### config.mk
export PLATFORM = sky130hd
export DESIGN_NAME = leitor_display_7seg
export DESIGN_NICKNAME = d
export VERILOG_FILES = /design/src/rtl/leitor_display_7seg.sv
export SDC_FILE = /design/constraint.sdc
export NUM_CORES = 1
export LEC_CHECK = 0
export BUFFER_PORTS_ARGS = -buffer_cell sky130_fd_sc_hd__buf_2
export CORE_MARGIN = 2
export CORE_UTILIZATION = 60
export CTS_BUF_LIST = sky130_fd_sc_hd__clkbuf_8
export DETAILED_ROUTE_END_ITERATION = 16
export PLACE_DENSITY = 0.81
export SETUP_SLACK_MARGIN = 0.5
export SLEW_MARGIN = 20
export SYNTH_ARGS = -nofsm -noshare
export SYNTH_HDL_FRONTEND = slang
export SYNTH_SLANG_ARGS = --single-unit
### constraint.sdc
create_clock -name clk -period 2.9 [get_ports clk]
set_input_delay 0 -clock clk [delete_from_list [all_inputs] [get_ports clk]]
set_output_delay 0 -clock clk [all_outputs]
set_load 0.02 [all_outputs]
### src/rtl/leitor_display_7seg.sv
// Recovers BCD digits from a multiplexed, active-low 7-segment bus and
// assembles per-scan frames delivered over a valid/ready handshake.
module leitor_display_7seg #(
  parameter int unsigned NUM_DIGITOS    = 4,
  parameter int unsigned ESTAVEL_CICLOS = 8
) (
  input  logic                       clk,
  input  logic                       rst_n,
  input  logic                       seg_a,
  input  logic                       seg_b,
  input  logic                       seg_c,
  input  logic                       seg_d,
  input  logic                       seg_e,
  input  logic                       seg_f,
  input  logic                       seg_g,
  input  logic [NUM_DIGITOS-1:0]     anodo_n,
  output logic [4*NUM_DIGITOS-1:0]   digitos,
  output logic [NUM_DIGITOS-1:0]     erro_segmento,
  output logic                       quadro_valido,
  input  logic                       quadro_pronto,
  output logic                       perda_quadro,
  output logic                       erro_anodo
);

  localparam int unsigned W  = NUM_DIGITOS + 7;
  localparam int unsigned CW = (ESTAVEL_CICLOS > 2) ? $clog2(ESTAVEL_CICLOS) : 1;
  localparam logic [CW-1:0] CNT_MAX = CW'(ESTAVEL_CICLOS - 2);

  typedef enum logic [1:0] {Espera, Filtrando, Capturado} estado_t;

  // Synchroniser; all-ones is a blank bus
  logic [W-1:0] w_bus;
  logic [W-1:0] r_sync1, r_sync2, r_sync3;

  assign w_bus = {anodo_n, seg_a, seg_b, seg_c, seg_d, seg_e, seg_f, seg_g};

  always_ff @(posedge clk or negedge rst_n) begin
    if (!rst_n) begin
      r_sync1 <= '1;
      r_sync2 <= '1;
      r_sync3 <= '1;
    end else begin
      r_sync1 <= w_bus;
      r_sync2 <= r_sync1;
      r_sync3 <= r_sync2;
    end
  end

  // Stability filter
  estado_t       r_estado, w_estado_d;
  logic [CW-1:0] r_cnt, w_cnt_d;
  logic          w_mudou;
  logic          w_captura;

  assign w_mudou = (r_sync2 != r_sync3);

  always_ff @(posedge clk or negedge rst_n) begin
    if (!rst_n) begin
      r_estado <= Espera;
      r_cnt    <= '0;
    end else begin
      r_estado <= w_estado_d;
      r_cnt    <= w_cnt_d;
    end
  end

  always_comb begin
    w_estado_d = r_estado;
    w_cnt_d    = r_cnt;
    w_captura  = 1'b0;
    unique case (r_estado)
      Espera, Capturado: begin
        if (w_mudou) begin
          w_estado_d = Filtrando;
          w_cnt_d    = '0;
        end
      end
      Filtrando: begin
        if (w_mudou) begin
          w_cnt_d = '0;
        end else if (r_cnt == CNT_MAX) begin
          w_captura  = 1'b1;
          w_estado_d = Capturado;
        end else begin
          w_cnt_d = r_cnt + CW'(1);
        end
      end
      default: begin
        w_estado_d = Espera;
        w_cnt_d    = '0;
      end
    endcase
  end

  // Word classification and decode
  logic [NUM_DIGITOS-1:0] w_ativos;
  logic [6:0]             w_seg;
  logic                   w_nenhum, w_multiplo;
  logic [NUM_DIGITOS-1:0] w_bit_novo;
  logic [3:0]             w_bcd;
  logic                   w_invalido;

  assign w_ativos   = ~r_sync2[W-1:7];
  assign w_seg      = r_sync2[6:0];
  assign w_nenhum   = (w_ativos == '0);
  assign w_multiplo = ((w_ativos & (w_ativos - NUM_DIGITOS'(1))) != '0);
  assign w_bit_novo = (w_captura && !w_nenhum && !w_multiplo) ? w_ativos : '0;

  always_comb begin
    w_bcd      = 4'hF;
    w_invalido = 1'b0;
    case (w_seg)
      7'h01:   w_bcd = 4'd0;
      7'h4F:   w_bcd = 4'd1;
      7'h12:   w_bcd = 4'd2;
      7'h06:   w_bcd = 4'd3;
      7'h4C:   w_bcd = 4'd4;
      7'h24:   w_bcd = 4'd5;
      7'h20:   w_bcd = 4'd6;
      7'h0F:   w_bcd = 4'd7;
      7'h00:   w_bcd = 4'd8;
      7'h04:   w_bcd = 4'd9;
      default: w_invalido = 1'b1;
    endcase
  end

  // Digit slots and capture mask
  logic [NUM_DIGITOS-1:0][3:0] r_slot, w_slot_d;
  logic [NUM_DIGITOS-1:0]      r_slot_err, w_slot_err_d;
  logic [NUM_DIGITOS-1:0]      r_mask, w_mask_or, w_mask_d;
  logic                        w_completo;

  always_comb begin
    w_slot_d     = r_slot;
    w_slot_err_d = r_slot_err;
    for (int i = 0; i < int'(NUM_DIGITOS); i++) begin
      if (w_bit_novo[i]) begin
        w_slot_d[i]     = w_bcd;
        w_slot_err_d[i] = w_invalido;
      end
    end
  end

  // The mask is never all-ones while held, so all-ones here means a new frame
  assign w_mask_or  = r_mask | w_bit_novo;
  assign w_completo = &w_mask_or;
  assign w_mask_d   = w_completo ? '0 : w_mask_or;

  always_ff @(posedge clk or negedge rst_n) begin
    if (!rst_n) begin
      r_slot     <= '0;
      r_slot_err <= '0;
      r_mask     <= '0;
    end else begin
      r_slot     <= w_slot_d;
      r_slot_err <= w_slot_err_d;
      r_mask     <= w_mask_d;
    end
  end

  // Frame output and handshake
  logic                     r_valido, w_valido_d;
  logic [4*NUM_DIGITOS-1:0] r_digitos, w_digitos_d;
  logic [NUM_DIGITOS-1:0]   r_erro_seg, w_erro_seg_d;
  logic                     r_perda, w_perda_d;
  logic                     r_erro_anodo, w_erro_anodo_d;

  always_comb begin
    w_valido_d     = r_valido;
    w_digitos_d    = r_digitos;
    w_erro_seg_d   = r_erro_seg;
    w_perda_d      = 1'b0;
    w_erro_anodo_d = w_captura && w_multiplo;
    if (w_completo) begin
      if (!r_valido || quadro_pronto) begin
        w_valido_d   = 1'b1;
        w_digitos_d  = w_slot_d;
        w_erro_seg_d = w_slot_err_d;
      end else begin
        w_perda_d = 1'b1;
      end
    end else if (r_valido && quadro_pronto) begin
      w_valido_d = 1'b0;
    end
  end

  always_ff @(posedge clk or negedge rst_n) begin
    if (!rst_n) begin
      r_valido     <= 1'b0;
      r_digitos    <= '0;
      r_erro_seg   <= '0;
      r_perda      <= 1'b0;
      r_erro_anodo <= 1'b0;
    end else begin
      r_valido     <= w_valido_d;
      r_digitos    <= w_digitos_d;
      r_erro_seg   <= w_erro_seg_d;
      r_perda      <= w_perda_d;
      r_erro_anodo <= w_erro_anodo_d;
    end
  end

  assign digitos       = r_digitos;
  assign erro_segmento = r_erro_seg;
  assign quadro_valido = r_valido;
  assign perda_quadro  = r_perda;
  assign erro_anodo    = r_erro_anodo;

endmodule

==> results of run 1 <==
==> through the flow <==
step	std cells	setup WS [ps]	area (um^2)	utilization, %
after floorplan	235	389	3480	-
after global placement	335	153	3680	66.9
after detailed placement	335	128	3680	66.9
after CTS	395	402	4370	79.3
after global routing	407	138	4590	83.3
final	407	226	4590	83.3
==> report_power, final <==
| group | internal [mW] | switching, mW | leakage (nW) |
|---|---|---|---|
| sequential | 1.23 | 0.0177 | 1.07 |
| clock | 0.409 | 0.399 | 0.111 |
| combinational | 0.0626 | 0.0731 | 1.11 |
| total | 1.70 | 0.490 | 2.29 |
==> area by class of cell <==
cell class              count  area [um^2]
well taps                  72         90.1
multi-input cells         133         1370
clock inverters             6         50.0
clock buffers              10          138
inverters                   6         22.5
repair buffers             95          753
flip-flops and latches     85         2170
fillers                   265          917
==> worst max-delay path by stage <==
stage / end / startpoint / slack, ps
global placement: digitos[6] / r_sync2[8] / 150
CTS: erro_segmento[1] / r_sync2[9] / 400
detailed placement: erro_segmento[1] / r_sync2[8] / 130
finish: digitos[0] / r_sync2[6] / 230
floorplan: digitos[11] / r_cnt[0] / 390
global route: digitos[1] / r_sync2[6] / 140
==> cells by family after synthesis <==
family                     Yosys count  synth area share [%]
and+or+nand+nor                     49                  9.75
xor gates and xnor gates            12                  3.49
DFF                                 85                  63.0
AOI/OAI and AO/OA                   29                  6.44
adders and majority gates            3                  1.02
muxes                               40                  13.3
buffers and inverters               17                  2.98
==> layer usage <==
metal / wire length [um] / track usage, %
met5: 0 / 0
met4: 202 / 10.9
met3: 271 / 3.39
met2: 4260 / 41.4
met1: 3350 / 31.6
==> registers in the layout, indices dropped and copies added (netlist names) <==
| signal | cells |
|---|---|
| r_slot_err | 4 |
| digitos | 16 |
| erro_segmento | 4 |
| perda_quadro | 1 |
| quadro_valido | 1 |
| r_sync1 | 11 |
| r_cnt | 3 |
| r_mask | 4 |
| r_slot | 16 |
| erro_anodo | 1 |
| r_sync3 | 11 |
| r_estado | 2 |
| r_sync2 | 11 |
==> placed cells by master, fill, tap and decap left out, types with 5 or more instances in the layout <==
| cell | instances |
|---|---|
| dfrtp_1 | 52 |
| buf_4 | 38 |
| buf_2 | 35 |
| dfstp_2 | 33 |
| mux2_4 | 23 |
| dlygate4sd3_1 | 13 |
| nand2_1 | 11 |
| mux2_2 | 11 |
| clkbuf_8 | 10 |
| inv_1 | 9 |
| xnor2_1 | 7 |
| nor2_1 | 7 |
| mux2_1 | 6 |
| a21oi_1 | 5 |
==> repair_timing <==
item | 4_1_cts | 5_1_grt
resized for setup | 22 | 19
cloned | 1 | 2
endpoints found under the setup margin | 27 | 20
hold buffers | 13 | 0
hold endpoints to repair | 65 | 0
pin swaps | 11 | 2
setup buffers | 30 | 10
==> results.md, run 1 <==
- Worst hold path class: in2async
- R2R setup slack: between 200 and 250 ps
- Most used cell, CP: buf_4
- Final setup vio count: 0
- Crit-path leading delay family: simple AND/OR/NAND/NOR gates
- Yosys top cell area share: around 38%
- Crit-path cells: xnor2_2 > nand4_2 > or3_4 > buf_4 > nor4_4 > buf_4 > mux2_2 > mux2_1
- Post-Synthesis Cell Area: 3440 um^2
- Pre-antenna DRT Iters: 4
- NumNets Final: approximately 350
- Final wirelength: roughly 8.1 mm
- Gpl congestion: between 0.8 and 0.9
- Clock Path Buffers: 2
- Reg-to-reg endpoint: digitos[0]
- Root Driver: clkbuf_8
- Max Clock Freq: about 0.37 GHz
- Initial drt markers: 158
- Async S/R FF share, synth: between 90% and 100%
- CTS sink cnt: 85
- Crit-path max FO: 7
- VDD IR max: ~0.44 mV
- Crit Path Class: reg2reg
- Reg2reg path depth: 8
- Top post-synthesis cells by area: dfrtp_1 38%, dfstp_2 25%, mux2_2 6.9%
- Status: finished clean
- Drt drc: 0
- Diode count: 0
- Cell count after synthesis: between 200 and 250
- Post-synth top cells: 52 x dfrtp_1, 33 x dfstp_2, 21 x mux2_2
- Yosys reg bits: between 80 and 90
- Num rows: 27
- Slew Limit Fails: 0
- Minimum clock period: ~2700 ps
- Clock skew: approximately 13 ps
- I/O pin total: 37
- CP startpoint kind: flip-flop
- DIE AREA: 6360 um^2
- Vias in the first global route: about 2.3k
- WHS: about 260 ps
- R2r startpoint: r_sync2[6]
- CTS Buf Count: 9
- Slew HR: 51.4%
- Maxcap violations: 0
- GRT Util Overall: roughly a quarter
- CTS H-Tree Depth: 3
- WP data required: 3130 ps
- CP Capture Type: flip-flop
- Slew @ Worst Pin: roughly 730 ps
- GRT overflow: 0
- Cell Pwr Density: 477 nW/um^2
- Syn avg cell area: 14.6 um^2
- Die height: about 80 um
- CTS tree: done
- Layout area overhead: 33.4%
- Register area share after synthesis: 63.0%
- First-pass GRT wire length: around 11 mm
- Final TNS setup: 0 ps
- Post-DP HPWL: roughly 3.9 mm
- CP arrival: just under 3000 ps
- EDFF count, synth: 0
- Largest area contributor in the netlist: dfrtp_1
- Crit path max-delay cell type: dfstp_2
- Post-Syn Nets: 251
- Primary FF master, synth: dfrtp_1
- RSZ-0062 raised after global routing: true
- Port bufs: 36
- Unique masters post-synth: 53
- Drt wl/cell: ~20 um
- Initial antenna violation count: 0
- Leak: approximately 2.3 nW
- Die Span X: 79.7 um
- Final ANT Viol Nets: 0
- Initial Utilization: between 60% and 70%
- Via density: ~5.6
- Count leader, synth: dfrtp_1
- Clk pin slew, worst setup/hold paths: 80 ps
- Largest net degree at the start of global routing: 86
- Core box area: roughly 5500 um^2
- Number of synthesis warnings: 0
- Buf+Inv Stages, Crit Path: 2
- Tcrit/Tclk final: between 90% and 100%
- Worst skew pair latency: 350 ps
- Critical path depth in cells: 8
- Share of cells above drive strength 1: 55.5%
- Power Total: 2.19 mW
- DR vias: ~2.3k
- Final hold vios: 0
- Max incr delay on CP: 620 ps
(Power assumes the default switching activity.)
==> inputs of run 2 (changes only) <==
--- a/config.mk
+++ b/config.mk
@@ -6,7 +6,7 @@
 export NUM_CORES = 1
 export LEC_CHECK = 0
 export BUFFER_PORTS_ARGS = -buffer_cell sky130_fd_sc_hd__buf_2
-export CORE_MARGIN = 2
+export CORE_MARGIN = 1.5
 export CORE_UTILIZATION = 60
 export CTS_BUF_LIST = sky130_fd_sc_hd__clkbuf_8
 export DETAILED_ROUTE_END_ITERATION = 16
==> run 2 against run 1 <==
  * Critical path depth increased by 2
  * Setup slack got worse by 10 ps
  * Sequential share of layout area decreased by 0.50 points
  * Largest cell class unchanged
==> results.md, run 2 (synthesis results as in run 1) <==
- Core box area: 5510 um^2 (unchanged)
- Critical path depth in cells: 10 (was 8)
- Power Total: 2.28 mW (was 2.19 mW)
- Minimum clock period: 2680 ps (was 2670 ps)
- CTS H-Tree Depth: 3 (unchanged)
- Root Driver: clkbuf_8 (unchanged)
- R2r startpoint: r_sync2[2] (was r_sync2[6])
- GRT overflow: 0 (unchanged)
- Most used cell, CP: buf_6 (was buf_4)
- Final TNS setup: 0 ps (unchanged)
- Commonest non-fill, non-tap cell in the layout: dfrtp_1 (unchanged)
- I/O pin total: 37 (unchanged)
- Die height: 78.7 um (was 79.7 um)
- VDD IR max: 0.529 mV (was 0.442 mV)
- NumNets Final: 343 (was 346)
- Reg2reg path depth: 10 (was 8)
- Crit Path Class: reg2reg (unchanged)
- Final wirelength: 8.58 mm (was 8.09 mm)
- Clock Path Buffers: 2 (unchanged)
- Worst skew pair latency: 360 ps (was 350 ps)
- Reg-to-reg endpoint: digitos[11] (was digitos[0])
- DR vias: 2341 (was 2272)
- Num rows: 27 (unchanged)
- Gpl congestion: 0.876 (was 0.846)
- Cell Pwr Density: 491 nW/um^2 (was 477 nW/um^2)
- GRT Util Overall: 25.8% (was 24.5%)
- Clk pin slew, worst setup/hold paths: 80 ps (about the same)
- Leak: 2.30 nW (was 2.29 nW)
- Buf+Inv Stages, Crit Path: 4 (was 2)
- Via density: 5.79 (was 5.58)
- Crit path max-delay cell type: dfstp_2 (unchanged)
- Design area: 4640 um^2 (was 4590 um^2)
- CTS tree: done (unchanged)
- Initial Utilization: 62.5% (unchanged)
- Share of cells above drive strength 1: 56.6% (was 55.5%)
- Slew Limit Fails: 0 (unchanged)
- Max Clock Freq: 0.373 GHz (was 0.374 GHz)
- Initial antenna violation count: 0 (unchanged)
- Crit-path max FO: 7 (unchanged)
- Most frequent cells in the layout: 52 x dfrtp_1, 35 x buf_2, 33 x dfstp_2 (was 52 x dfrtp_1, 38 x buf_4, 35 x buf_2)
- Maxcap violations: 0 (unchanged)
- Layout Utilization: 84.2% (was 83.3%)
- Status: finished clean (unchanged)
- Slew @ Worst Pin: 721 ps (was 729 ps)
- Vias in the first global route: 2280 (was 2274)
- RSZ-0062 raised after global routing: true (unchanged)
- CP Capture Type: flip-flop (unchanged)
- Crit-path cells: xnor2_2 > nand4_2 > buf_6 > buf_6 > nor4_4 > o22ai_2 > and3b_2 > buf_6 > clkbuf_16 > mux2_4 (was xnor2_2 > nand4_2 > or3_4 > buf_4 > nor4_4 > buf_4 > mux2_2 > mux2_1)
- Worst hold path class: in2async (unchanged)
- Pre-CTS setup slack: 75.3 ps (was 128 ps)
- Slew HR: 51.9% (was 51.4%)
- DIE AREA: 6200 um^2 (was 6360 um^2)
- R2R setup slack: 220 ps (was 230 ps)
- DP Area: 3680 um^2 (unchanged)
- Drt wl/cell: 21.2 um (was 19.9 um)
- First-pass GRT wire length: 11.7 mm (was 11.5 mm)
- CTS sink cnt: 85 (unchanged)
- Layout area overhead: 34.8% (was 33.4%)
- Final ANT Viol Nets: 0 (unchanged)
- WP data required: 3140 ps (was 3130 ps)
- Port bufs: 36 (unchanged)
- Setup WS post-layout: 216 ps (was 226 ps)
- Die Span X: 78.7 um (was 79.7 um)
- Tcrit/Tclk final: 92.6% (was 92.2%)
- Largest net degree at the start of global routing: 86 (unchanged)
- Pre-antenna DRT Iters: 5 (was 4)
- Clock skew: 7.43 ps (was 13.4 ps)
- CP startpoint kind: flip-flop (unchanged)
- # fillers: 243 (was 265)
- Post-DP HPWL: 3.83 mm (was 3.86 mm)
- Crit-path leading delay family: simple AND/OR/NAND/NOR gates (unchanged)
- Final hold vios: 0 (unchanged)
- CP arrival: 2920 ps (was 2910 ps)
- Max incr delay on CP: 640 ps (was 620 ps)
- CTS Buf Count: 9 (unchanged)
- Drt drc: 0 (unchanged)
- Final setup vio count: 0 (unchanged)
- Initial drt markers: 168 (was 158)
- Diode count: 0 (unchanged)
## run 2: cell types whose count changed in the layout (fill, tap and decap cells not counted), sizes merged
cell	previous run	this run
inv	10	9
buf	80	77
clkinv	1	2
clkbuf	12	11
bufinv	1	2
## run 2: power breakdown
group | switching [mW] | total (mW) | leakage, nW | internal, mW
combinational | 0.0793 | 0.144 | 1.11 | 0.0650
clock | 0.413 | 0.889 | 0.117 | 0.476
sequential | 0.0188 | 1.25 | 1.07 | 1.23
## run 2: worst max-delay path by stage
stage / to / start / slack, ps
6_report: digitos[11] / r_sync2[2] / 220
5_1_grt: digitos[14] / r_sync2[2] / 150
4_1_cts: erro_segmento[0] / r_cnt[0] / 310
3_5_place_dp: digitos[8] / r_cnt[0] / 80
3_3_place_gp: digitos[4] / r_sync2[8] / 180
2_1_floorplan: digitos[11] / r_cnt[0] / 390
## run 2: routing by layer
metal  GRT usage, %  wire, um
met4           12.3       181
met2           41.5      4510
met3           5.86       387
met5              0         0
met1           33.4      3510
## run 2: layout make-up
class                   count  area (um^2)  share of cell area, %
inverters                   6         22.5                  0.486
clock inverters             7         85.1                   1.83
well taps                  72         90.1                   1.94
repair buffers             92          742                   16.0
multi-input cells         133         1410                   30.3
flip-flops and latches     85         2170                   46.7
clock buffers               9          124                   2.67
## run 2: what timing repair did
action | CTS | global route
gates cloned | 1 | 2
setup endpoints to repair | 36 | 25
gates resized for setup | 27 | 23
endpoints found under the hold margin | 65 | 0
hold buffers | 13 | 0
buffers inserted | 30 | 7
pin swaps | 10 | 9
## run 2: through the flow
stage | hold WS, ps | cells
final | 251 | 404
after global routing | 276 | 404
after CTS | 283 | 395
after detailed placement | 106 | 335
after global placement | 104 | 335
after floorplan | -296 | 235
